===== src/rtl/vid_in_axi4s_formatter_ctrl.sv =====
// vid_in_axi4s_formatter_ctrl
//   Native-video-domain front end of the vid-in AXI4-Stream coupler. It locks
//   onto the incoming timing, then writes active pixels into the coupler FIFO.
//   Each written word is tagged with SOF, EOL and field ID. The block drops
//   lock on FIFO overflow, and it reports the measured active size and the
//   number of overflow events.
// Ports
//   VID_IN_CLK, VID_RESET    clock, synchronous active-high reset
//   VID_CE                   clock enable qualifying all timing inputs
//   VID_DE/VBLANK/FIELD_ID   native timing; VID_DATA pixel data
//   AXIS_ENABLE              allows locking and writing
//   FIFO_OVERFLOW            overflow pulse from the coupler FIFO (any edge)
//   FIFO_WR_DATA/WR_EN       {FID,EOL,SOF,DATA} write request (coupler ANDs with CE)
//   LOCKED                   high while locked
//   ACTIVE_PIXELS/LINES      last measured active width / height
//   OVF_COUNT                saturating overflow count while locked
`timescale 1ns/1ps
module vid_in_axi4s_formatter_ctrl #(
  parameter int unsigned C_NATIVE_DATA_WIDTH = 24,
  parameter int unsigned C_CNT_WIDTH         = 13,
  parameter int unsigned C_OVF_CNT_WIDTH     = 8
) (
  input  logic                           VID_IN_CLK,
  input  logic                           VID_RESET,
  input  logic                           VID_CE,
  input  logic                           VID_DE,
  input  logic                           VID_VBLANK,
  input  logic                           VID_FIELD_ID,
  input  logic [C_NATIVE_DATA_WIDTH-1:0] VID_DATA,
  input  logic                           AXIS_ENABLE,
  input  logic                           FIFO_OVERFLOW,
  output logic [C_NATIVE_DATA_WIDTH+2:0] FIFO_WR_DATA,
  output logic                           FIFO_WR_EN,
  output logic                           LOCKED,
  output logic [C_CNT_WIDTH-1:0]         ACTIVE_PIXELS,
  output logic [C_CNT_WIDTH-1:0]         ACTIVE_LINES,
  output logic [C_OVF_CNT_WIDTH-1:0]     OVF_COUNT
);

  localparam int unsigned DW = C_NATIVE_DATA_WIDTH;
  localparam int unsigned CW = C_CNT_WIDTH;
  localparam int unsigned OW = C_OVF_CNT_WIDTH;

  localparam logic [1:0] ST_IDLE        = 2'd0;
  localparam logic [1:0] ST_WAIT_VBLANK = 2'd1;
  localparam logic [1:0] ST_WAIT_ACTIVE = 2'd2;
  localparam logic [1:0] ST_LOCKED      = 2'd3;

  logic [1:0]    state;
  logic [1:0]    state_next;
  logic          vblank_q;
  logic          de_q;
  logic          stage_valid;
  logic [DW-1:0] stage_data;
  logic          stage_sof;
  logic          stage_fid;
  logic          sof_pending;
  logic [CW-1:0] pix_cnt;
  logic [CW-1:0] line_cnt;

  logic          vblank_rise;
  logic          de_fall;
  logic          leave_locked;
  logic          lock_entry;
  logic          ovf_event;
  logic          measure;
  logic [CW-1:0] line_after_de;

  // Edge detection against the previous CE cycle
  assign vblank_rise  = VID_VBLANK & ~vblank_q;
  assign de_fall      = ~VID_DE & de_q;
  assign leave_locked = (state == ST_LOCKED) && (state_next != ST_LOCKED);
  assign lock_entry   = (state == ST_WAIT_ACTIVE) && (state_next == ST_LOCKED);
  assign ovf_event    = (state == ST_LOCKED) && FIFO_OVERFLOW;
  assign measure      = VID_CE && (state != ST_IDLE);

  // A line ending in the same cycle as VBLANK rising still counts toward that frame
  assign line_after_de = (de_fall && (line_cnt != '1)) ? line_cnt + CW'(1) : line_cnt;

  // State register
  always_ff @(posedge VID_IN_CLK) begin
    if (VID_RESET) state <= ST_IDLE;
    else           state <= state_next;
  end

  // Next-state logic; overflow acts at any edge, everything else only on CE
  always_comb begin
    state_next = state;
    if ((state == ST_LOCKED) && FIFO_OVERFLOW) begin
      state_next = AXIS_ENABLE ? ST_WAIT_VBLANK : ST_IDLE;
    end else if (VID_CE) begin
      case (state)
        ST_IDLE:        if (AXIS_ENABLE) state_next = ST_WAIT_VBLANK;
        ST_WAIT_VBLANK: if (!AXIS_ENABLE) state_next = ST_IDLE;
                        else if (VID_VBLANK) state_next = ST_WAIT_ACTIVE;
        ST_WAIT_ACTIVE: if (!AXIS_ENABLE) state_next = ST_IDLE;
                        else if (VID_DE && !VID_VBLANK) state_next = ST_LOCKED;
        ST_LOCKED:      if (!AXIS_ENABLE) state_next = ST_IDLE;
        default:        state_next = ST_IDLE;
      endcase
    end
  end

  // Pixel stage, write port, measurement and overflow counters
  always_ff @(posedge VID_IN_CLK) begin
    if (VID_RESET) begin
      vblank_q      <= 1'b0;
      de_q          <= 1'b0;
      stage_valid   <= 1'b0;
      stage_data    <= '0;
      stage_sof     <= 1'b0;
      stage_fid     <= 1'b0;
      sof_pending   <= 1'b0;
      pix_cnt       <= '0;
      line_cnt      <= '0;
      FIFO_WR_DATA  <= '0;
      FIFO_WR_EN    <= 1'b0;
      LOCKED        <= 1'b0;
      ACTIVE_PIXELS <= '0;
      ACTIVE_LINES  <= '0;
      OVF_COUNT     <= '0;
    end else begin
      LOCKED <= (state_next == ST_LOCKED);

      if (ovf_event && (OVF_COUNT != '1)) OVF_COUNT <= OVF_COUNT + OW'(1);

      if (VID_CE) begin
        vblank_q <= VID_VBLANK;
        de_q     <= VID_DE;
      end

      if (measure) begin
        if (VID_DE) begin
          if (pix_cnt != '1) pix_cnt <= pix_cnt + CW'(1);
        end else if (de_fall) begin
          ACTIVE_PIXELS <= pix_cnt;
          pix_cnt       <= '0;
        end
        if (vblank_rise) begin
          ACTIVE_LINES <= line_after_de;
          line_cnt     <= '0;
        end else begin
          line_cnt <= line_after_de;
        end
      end

      // Losing lock throws away the staged pixel and any pending write
      if (leave_locked) begin
        stage_valid <= 1'b0;
        sof_pending <= 1'b0;
        FIFO_WR_EN  <= 1'b0;
      end else if (VID_CE) begin
        FIFO_WR_EN <= 1'b0;
        if (lock_entry) begin
          stage_valid <= 1'b1;
          stage_data  <= VID_DATA;
          stage_sof   <= 1'b1;
          stage_fid   <= VID_FIELD_ID;
          sof_pending <= 1'b0;
        end else if (state == ST_LOCKED) begin
          if (VID_DE) begin
            // Another pixel follows, so the staged one is not the last of its line
            if (stage_valid) begin
              FIFO_WR_DATA <= {stage_fid, 1'b0, stage_sof, stage_data};
              FIFO_WR_EN   <= 1'b1;
            end
            stage_valid <= 1'b1;
            stage_data  <= VID_DATA;
            stage_sof   <= sof_pending | vblank_rise;
            stage_fid   <= VID_FIELD_ID;
            sof_pending <= 1'b0;
          end else begin
            if (vblank_rise) sof_pending <= 1'b1;
            if (stage_valid) begin
              FIFO_WR_DATA <= {stage_fid, 1'b1, stage_sof, stage_data};
              FIFO_WR_EN   <= 1'b1;
              stage_valid  <= 1'b0;
            end
          end
        end
      end
    end
  end

endmodule


===== config.mk =====
export PLATFORM = sky130hd
export DESIGN_NAME = vid_in_axi4s_formatter_ctrl
export DESIGN_NICKNAME = d
export VERILOG_FILES = /design/src/rtl/vid_in_axi4s_formatter_ctrl.sv
export SDC_FILE = /design/constraint.sdc
export NUM_CORES = 1
export LEC_CHECK = 0
export CORE_ASPECT_RATIO = 0.5
export CORE_MARGIN = 3
export CORE_UTILIZATION = 47
export DETAILED_ROUTE_END_ITERATION = 6
export PLACE_DENSITY = 0.74
export REMOVE_ABC_BUFFERS = 1
export SETUP_SLACK_MARGIN = 0.4
export SLEW_MARGIN = 0
export SYNTH_ARGS = -nofsm -noshare
export SYNTH_HDL_FRONTEND = slang
export SYNTH_SLANG_ARGS = --single-unit

===== constraint.sdc =====
create_clock -name VID_IN_CLK -period 1.7 [get_ports VID_IN_CLK]
set_input_delay 0.255 -clock VID_IN_CLK [delete_from_list [all_inputs] [get_ports VID_IN_CLK]]
set_output_delay 0.255 -clock VID_IN_CLK [all_outputs]
set_load 0.01 [all_outputs]

==> run_results.csv, run 1 <==
group,metric,value,unit
outcome,status,"complete, but fails checks",
outcome,violations,"setup timing",
routing,vias,6375,
placement,pre_cts_ws,-0.481,ns
floorplanning,rows,26,
synth,synth-seq-cells,121,
setup_path,cp_slowest_cell,"dfxtp_1",
timing,clock_skew,0.00719,ns
timing,hold_violations,0,
timing,clock.fmax,501,MHz
grt,grt_pass1_wl,31400,um
clock_tree,htree_levels,4,
power_and_ir_drop,pwr_density_cell,780,nW/um^2
power_and_ir_drop,ir_worst_vdd,0.000943,V
layout,syn2layout_area_growth,81.6,%
flow_run,drv_cap,0,
routing,drc,0,
placement,port_buffers,94,
timing,tns,-4.62,ns
grt,gr-total-overflow,0,
setup_path,arrival,2.35,ns
synth,syn_area,5210,sq um
synth,yosys_most_used_dff,"dfxtp_1",
setup_path,cp_top_family,"simple AND/OR/NAND/NOR gates",
routing,totalWireLength,25000,um
routing,wire_per_inst,25.0,um
grt,grt_usage,0.321,
floorplanning,core,10500,sq um
grt,antenna_found_initial,0,
synth,synth_cell_types,56,
layout,insertedDiodeCount,0,
timing,layout_min_cycle_time,2.00,ns
synth,synth_seq_area_share,0.465,
placement,routabilityCongestion,0.857,
power_and_ir_drop,pwr-share-seq,0.388,
floorplanning,start_util,0.496,
layout,nFillCells,376,
floorplanning,die_y,80.4,um
routing,drt_iter0_drc,681,
setup_path,worst-setup-path-type,"register to register",
setup_path,critPathLaunchType,"register",
clock_tree,cts.sinks,121,
layout,drive_gt1_frac,0.486,
synth,yosys-top-cells-area,"dfxtp_1, nand2_1, a21oi_1",
power_and_ir_drop,power_frac_comb,0.083,
synth,avgSynthCellArea,8.41,sq um
synth,syn_inst,619,
synth,synthArstFlopShare,0,
setup_path,cp.depth,7,
timing,setup_viol,64,
timing,worst_slew_pin_slew,0.493,ns
timing,timing.final.max_slew_violations,0,
setup_path,cp_cell_sequence,"nor2b_4 > nand4_1 > buf_4 > nor3_4 > buf_6 > a21oi_1 > a31oi_4",
synth,post-synth-top-area-cell,"dfxtp_1",
setup_path,critical_path_required,2.05,ns
hold_path,holdCritPathClass,"input pin to register",
setup_path,cp_slowest_stage_delay,0.45,ns
power_and_ir_drop,p_leak,3.49,nW
grt,grt_pass1_vias,6016,
clock_tree,clkLatencyLatePin,0.42,ns
routing,dr.pass1.iters,5,
power_and_ir_drop,p_int,5.45,mW
synth,netlist.area_leader.share,0.465,
floorplanning,io_pins,95,
setup_path,r2r_cells,7,
power_and_ir_drop,p_switching,1.92,mW
floorplanning,dieWidth,155,um
placement,hpwlAfterDp,9300,um
hold_path,worst_hold_path.num_cells,2,
routing,viasPerCell,6.38,
clock_tree,cts_buffers,17,
setup_path,cp-end-kind,"register",
clock_tree,tritoncts,"yes",
setup_path,rrSetupSlack,-0.30,ns
routing,final_antenna_net_count,0,
clock_tree,clock-root-buffer,"clkbuf_16",
synth,synth-edff-count,0,
power_and_ir_drop,clkPwrFrac,0.530,
grt,grt_max_degree,63,
timing,fin_ws,-0.298,ns
clock_tree,clk_pin_slew,0.06,ns
setup_path,crit_buf_inv,2,
floorplanning,dieArea,12500,sq um
timing,max_slew_margin,0.671,
synth,yosys_warnings,0,
clock_tree,clockBufferDepth,2,
setup_path,cp_max_fo,4,
power_and_ir_drop,swShare,0.261,
layout,nNetsFinal,882,
timing,fin_crit_sh,1.18,
timing,rsz0062_at_grt,"true",
-- worst paths after layout --
kind                                      start         endpoint
worst max register to register             de_q      line_cnt[7]
worst max-delay path                       de_q      line_cnt[7]
worst min-delay path                  VID_RESET         vblank_q
worst min register to register  FIFO_WR_DATA[1]  FIFO_WR_DATA[1]
-- layer usage --
metal / vias up / wire length (um) / share of wire / GRT usage
met1: 3016 / 9330 / 0.37 / 0.378
li1: 2626 / - / - / -
met5: - / 0 / 0 / 0
met4: 0 / 2010 / 0.080 / 0.145
met3: 197 / 2360 / 0.094 / 0.0716
met2: 536 / 11300 / 0.45 / 0.565
-- cells by family (layout without fill, tap and decap cells) --
logic type / after synthesis / count (layout) / synth area share
fa+ha+maj: 3 / 3 / 0.00721
buf+inv: 46 / 287 / 0.0440
flops: 121 / 121 / 0.465
simple gates: 257 / 257 / 0.235
mux: 32 / 32 / 0.0620
compound gates: 133 / 133 / 0.141
xor+xnor: 27 / 27 / 0.0454
-- layout make-up --
type	instances	area, sq um	share of cell area
Multi-Input combinational cell	452	3690	0.390
Clock inverter	15	190	0.0201
Timing Repair Buffer	248	2470	0.261
Tap cell	140	175	0.0185
Sequential cell	121	2480	0.262
Inverter	7	26.3	0.00278
Clock buffer	17	425	0.0450
-- metrics by stage --
step                      hold WS (ns)  instances  utilization  cell area (sq um)  total power [mW]
after CTS                        0.171        973        0.829               8710              7.11
after global placement           0.439        895        0.649               6820              3.29
after floorplan                  0.324        580            -               5010              3.03
after global routing             0.234       1000        0.900               9460              7.47
after detailed placement         0.446        895        0.649               6820              3.30
final                            0.226       1000        0.900               9460              7.38
-- what timing repair did --
| action | in CTS | in global routing |
|---|---|---|
| gates resized for setup | 333 | 182 |
| gates cloned | 9 | 1 |
| endpoints found under the hold margin | 0 | 0 |
| endpoints found under the setup margin | 180 | 165 |
| hold buffers | 0 | 0 |
| pin swaps | 109 | 77 |
| setup buffers | 37 | 26 |
-- power by group through the flow --
stage	clock network, mW	logic (mW)	registers (mW)
6_report	3.91	0.609	2.86
5_1_grt	3.99	0.625	2.86
4_1_cts	3.77	0.482	2.86
3_5_place_dp	0	0.372	2.92
3_3_place_gp	0	0.369	2.92
2_1_floorplan	0	0.106	2.93
-- registers in the layout (all words and copies together) (netlist names), 2 cells and up --
register,count
FIFO_WR_DATA,27
stage_data,24
ACTIVE_LINES,13
ACTIVE_PIXELS,13
line_cnt,13
pix_cnt,13
OVF_COUNT,8
state,2
-- cells in the final DEF, fill, tap and decap left out, drive strengths merged, types with 14 or more instances in the layout --
| cell | instances |
|---|---|
| a21oi | 62 |
| buf | 157 |
| clkbuf | 36 |
| clkdlybuf4s15 | 31 |
| clkdlybuf4s50 | 26 |
| dfxtp | 121 |
| dlygate4sd2 | 14 |
| mux2i | 30 |
| nand2 | 108 |
| nand3 | 39 |
| nor2 | 45 |
| nor3 | 18 |
| o21ai | 43 |
| xnor2 | 20 |
-- cells in the mapped netlist, drive strengths merged (2+ instances only) --
cell,instances
a21oi,62
a31oi,6
a41oi,2
and3,8
buf,12
clkbuf,27
dfxtp,121
ha,3
inv,7
mux2,2
mux2i,30
nand2,108
nand2b,6
nand3,39
nand4,11
nor2,45
nor2b,4
nor3,18
nor3b,2
nor4,8
o211ai,8
o21ai,43
o21bai,2
or2,2
xnor2,20
xor2,7
(Power assumes the default switching activity.)
==> run 2, diff against run 1 <==
--- a/constraint.sdc
+++ b/constraint.sdc
@@ -3,2 +3,2 @@
 set_output_delay 0.255 -clock VID_IN_CLK [all_outputs]
-set_load 0.01 [all_outputs]
+set_load 0.05 [all_outputs]
==> run_results.csv, run 2 (synthesis results as in run 1) <==
group,metric,value,unit
outcome,status,"complete, but fails checks",
outcome,violations,"setup timing",
layout,syn2layout_area_growth,70.8,%
setup_path,cp-end-kind,"register",
routing,drc,0,
timing,clock_skew,0.0116,ns
clock_tree,htree_levels,4,
power_and_ir_drop,p_leak,3.20,nW
setup_path,timing.rr.end,"line_cnt[3]",
routing,totalWireLength,20700,um
placement,port_buffers,94,
timing,finalHoldWorstSlack,0.176,ns
power_and_ir_drop,ir_worst_vdd,0.000848,V
routing,final_antenna_net_count,0,
timing,clock.fmax,553,MHz
grt,grt_pass1_vias,5404,
routing,dr.pass1.iters,5,
hold_path,holdCritPathClass,"input pin to register",
floorplanning,start_util,0.496,
layout,biggestRegsByFlops,"FIFO_WR_DATA x27, stage_data x24",
clock_tree,clk_pin_slew,0.06,ns
placement,placed_area,6640,sq um
setup_path,critPathLaunchType,"register",
timing,rsz0062_at_grt,"true",
layout,final_cell_mix,"buf_4, nand2_1, dfxtp_1",
timing,hold_violations,0,
setup_path,r2r_cells,6,
clock_tree,cts.sinks,121,
grt,grt_usage,0.263,
setup_path,worst-setup-path-type,"register to register",
layout,layout.cells.non_filler,972,
floorplanning,core,10500,sq um
timing,timing.final.max_slew_violations,0,
clock_tree,clkLatencyLatePin,0.43,ns
setup_path,critical_path_required,2.01,ns
routing,wire_per_inst,21.3,um
hold_path,holdPathEnd,"vblank_q",
placement,dp_cells,893,
timing,tns,-0.588,ns
setup_path,crit_start,"line_cnt[1]",
layout,top_register,"FIFO_WR_DATA",
power_and_ir_drop,pwr_density_cell,805,nW/um^2
layout,largest_reg_flops,27,
layout,design_area,8900,sq um
timing,layout_min_cycle_time,1.81,ns
routing,viasPerCell,6.01,
layout,final_common_cell,"buf_4",
floorplanning,io_pins,95,
setup_path,rrSetupSlack,-0.11,ns
placement,routabilityCongestion,0.863,
grt,grt_max_degree,50,
floorplanning,die_y,80.4,um
routing,vias,5840,
routing,drt_iter0_drc,557,
layout,nNetsFinal,854,
flow_run,drv_cap,0,
timing,max_slew_margin,0.673,
setup_path,arrival,2.12,ns
floorplanning,dieArea,12500,sq um
timing,fin_ws,-0.109,ns
timing,setup_viol,17,
placement,pre_cts_ws,-0.504,ns
grt,antenna_found_initial,0,
setup_path,reg2reg_from,"line_cnt[1]",
hold_path,worst_hold_path.num_cells,2,
layout,drive_gt1_frac,0.472,
clock_tree,clockBufferDepth,2,
grt,grt_pass1_wl,26200,um
setup_path,cp_max_fo,4,
clock_tree,clock-root-buffer,"clkbuf_16",
hold_path,hp-start,"VID_RESET",
timing,worst_slew_pin_slew,0.490,ns
layout,insertedDiodeCount,0,
timing,fin_crit_sh,1.06,
clock_tree,cts_buffers,17,
floorplanning,dieWidth,155,um
clock_tree,cts_hold_buffers,0,
grt,gr-total-overflow,0,
floorplanning,rows,26,
placement,hpwlAfterDp,9310,um
clock_tree,tritoncts,"yes",
## run 2: cell type report
class / count / area [sq um]
clock buffers: 18 / 439
clock inverters: 14 / 161
fillers: 493 / 1610
inverters: 7 / 26.3
multi-input cells: 452 / 3560
flip-flops and latches: 121 / 2470
well taps: 140 / 175
repair buffers: 220 / 2060
## run 2: how the worst max path moves through the flow
stage / to / slack [ns] / cells past startpoint
final: line_cnt[3] / -0.11 / 6
after global routing: ACTIVE_LINES[11] / -0.12 / 7
after CTS: FIFO_WR_DATA[12] / 0.05 / 7
after detailed placement: FIFO_WR_DATA[22] / -0.50 / 7
after global placement: FIFO_WR_DATA[25] / -0.41 / 7
after floorplan: FIFO_WR_DATA[25] / -2.09 / 5
## run 2: metrics by stage
step           utilization  power, mW
3_3_place_gp         0.632       3.31
3_5_place_dp         0.632       3.32
4_1_cts              0.753       6.97
6_report             0.847       7.16
5_1_grt              0.847       7.32
2_1_floorplan            -       3.06
## run 2: repair_timing
| item | in CTS | in global routing |
|---|---|---|
| endpoints found under the setup margin | 123 | 122 |
| setup buffers | 20 | 22 |
| gates cloned | 2 | 3 |
| gates resized for setup | 129 | 161 |
| pin swaps | 41 | 80 |
## run 2: metal layers
metal / routed length, um / global-route usage / vias up
met1: 8420 / 0.326 / 2819
met4: 765 / 0.110 / 0
met5: 0 / 0 / -
met2: 9900 / 0.437 / 364
li1: - / - / 2560
met3: 1640 / 0.0678 / 97
## run 2: worst max-delay path, stage by stage (launching register included)
cell and delay, ns:
dfxtp_2 0.36, ha_4 0.17, nand4_1 0.19, nor4_4 0.34, buf_4 0.23, o211ai_1 0.12, a31oi_1 0.27
## run 2: report_power, final
part           leakage [nW]  internal (mW)  total, mW  switching, mW
clock network         0.290           2.23       3.74           1.51
logic                  1.92          0.232      0.566          0.334
registers             0.990           2.84       2.86         0.0163
total                  3.20           5.31       7.16           1.86
==> run 3, diff against run 2 <==
TNS_END_PERCENT = 5   (was unset)
==> run_results.csv, run 3 (synthesis results as in run 1) <==
group,metric,value,unit
layout,nFillCells,788,
layout,final_cell_mix,"buf_4, dfxtp_1, nand2_1",
setup_path,cp_max_fo,6,
floorplanning,core,10500,sq um
clock_tree,cts.sinks,121,
outcome,status,"finished clean",
placement,dp_cells,893,
layout,biggestRegsByFlops,"FIFO_WR_DATA x27, stage_data x24",
routing,drt_iter0_drc,330,
power_and_ir_drop,fin_total_pwr,6.91,mW
setup_path,cp_slowest_stage_delay,0.37,ns
setup_path,cp_cell_sequence,"and3_4 > nor3_4 > inv_2 > nor4_4 > buf_4 > mux2_4",
timing,hold_violations,0,
setup_path,cp_top_family,"simple AND/OR/NAND/NOR gates",
timing,fin_crit_sh,0.965,
timing,rsz0062_at_grt,"true",
clock_tree,clock-root-buffer,"clkbuf_16",
timing,worst_slew_pin_slew,0.444,ns
clock_tree,cts_buffers,17,
layout,layout.cells.non_filler,931,
routing,vias,4984,
placement,routabilityCongestion,0.863,
clock_tree,clkLatencyLatePin,0.41,ns
layout,drive_gt1_frac,0.286,
setup_path,r2r_cells,6,
grt,grt_pass1_wl,22500,um
routing,drc,0,
hold_path,holdCritPathClass,"input pin to register",
placement,hpwlAfterDp,9310,um
power_and_ir_drop,ir_worst_vdd,0.000741,V
timing,timing.final.max_slew_violations,0,
setup_path,arrival,1.94,ns
layout,largest_reg_flops,27,
setup_path,worst-setup-path-type,"register to register",
power_and_ir_drop,pwr_density_cell,917,nW/um^2
layout,nNetsFinal,813,
setup_path,reg2reg_from,"state[1]",
clock_tree,htree_levels,4,
power_and_ir_drop,p_leak,2.82,nW
layout,final_common_cell,"buf_4",
timing,clock_skew,0.00698,ns
floorplanning,rows,26,
clock_tree,tritoncts,"yes",
setup_path,critical_path_required,2.00,ns
timing,layout_min_cycle_time,1.64,ns
grt,grt_max_degree,50,
layout,insertedDiodeCount,0,
setup_path,rrSetupSlack,0.06,ns
timing,max_slew_margin,0.703,
routing,viasPerCell,5.35,
clock_tree,clockBufferDepth,2,
hold_path,worst_hold_path.num_cells,2,
layout,top_register,"FIFO_WR_DATA",
grt,antenna_found_initial,0,
floorplanning,start_util,0.496,
hold_path,hp-start,"VID_RESET",
routing,wire_per_inst,14.9,um
setup_path,cp-end-kind,"register",
floorplanning,io_pins,95,
setup_path,crit_buf_inv,2,
routing,dr.pass1.iters,4,
grt,gr-total-overflow,0,
grt,grt_pass1_vias,4721,
floorplanning,dieWidth,155,um
timing,setup_viol,0,
routing,totalWireLength,13900,um
setup_path,critPathLaunchType,"register",
clock_tree,cts_hold_buffers,0,
routing,final_antenna_net_count,0,
placement,port_buffers,94,
clock_tree,clk_pin_slew,0.06,ns
flow_run,drv_cap,0,
hold_path,holdPathEnd,"vblank_q",
grt,grt_usage,0.223,
floorplanning,dieArea,12500,sq um
layout,syn2layout_area_growth,44.7,%
setup_path,cp_slowest_cell,"dfxtp_4",
setup_path,timing.rr.end,"FIFO_WR_DATA[25]",
floorplanning,die_y,80.4,um
timing,clock.fmax,610,MHz
[run 3: changes by cell type in the layout (fill, tap and decap cells not counted), moves of 21 or more]
cell / change
a21oi_1: +29
a21oi_2: -29
buf_6: -32
dfxtp_1: +21
nand3_1: +30
[run 3: layout make-up]
cell class / instances / area [sq um] / area share
repair buffers: 179 / 1550 / 0.206
multi-input cells: 452 / 2740 / 0.364
well taps: 140 / 175 / 0.0232
clock inverters: 14 / 161 / 0.0214
inverters: 7 / 26.3 / 0.00349
flip-flops and latches: 121 / 2440 / 0.324
clock buffers: 18 / 439 / 0.0583
[run 3: worst max path at each step]
| stage | cells past startpoint | startpoint | slack (ns) | end |
|---|---|---|---|---|
| global route | 6 | line_cnt[11] | -0.003 | line_cnt[7] |
| finish | 6 | state[1] | 0.06 | FIFO_WR_DATA[25] |
| floorplan | 5 | state[1] | -2.09 | FIFO_WR_DATA[25] |
| CTS | 7 | state[1] | 0.05 | FIFO_WR_DATA[12] |
| global placement | 7 | VID_CE | -0.41 | FIFO_WR_DATA[25] |
| detailed placement | 7 | VID_CE | -0.50 | FIFO_WR_DATA[22] |
[run 3: metal layers]
| layer | share of wire | vias to the layer above | global-route usage |
|---|---|---|---|
| met1 | 0.46 | 2357 | 0.290 |
| li1 | - | 2484 | - |
| met3 | 0.055 | 16 | 0.0614 |
| met2 | 0.47 | 127 | 0.358 |
| met5 | 0 | - | 0 |
| met4 | 0.011 | 0 | 0.0784 |
[run 3: worst reg2reg max path: cells and delay by family (launching register included)]
kind	cells	cell delay, ns
AND/OR/NAND/NOR	3	0.58
flip-flops	1	0.37
buffers and inverters	2	0.29
multiplexers	1	0.30
[run 3: metrics by stage]
step / utilization / worst slack (ns) / instance area, sq um / hold slack [ns] / TNS (ns)
global placement: 0.632 / -0.410 / 6640 / 0.440 / -28.49
global route: 0.717 / -0.00260 / 7530 / 0.168 / -0.00357
floorplan: - / -2.09 / 5010 / 0.324 / -69.76
CTS: 0.699 / 0.0480 / 7340 / 0.147 / 0
finish: 0.717 / 0.0597 / 7530 / 0.157 / 0
detailed placement: 0.632 / -0.504 / 6640 / 0.446 / -33.54
[run 3: timing repair]
item,in CTS,in global routing
gates cloned,0,2
pin swaps,6,12
buffers inserted,2,2
setup endpoints to repair,123,126
gates resized for setup,24,34
endpoints found under the hold margin,0,0
[run 3: power by group]
part | switching (mW) | total, mW | internal [mW]
clock network | 1.40 | 3.63 | 2.23
registers | 0.0125 | 2.86 | 2.85
logic | 0.234 | 0.419 | 0.185
total | 1.64 | 6.91 | 5.26
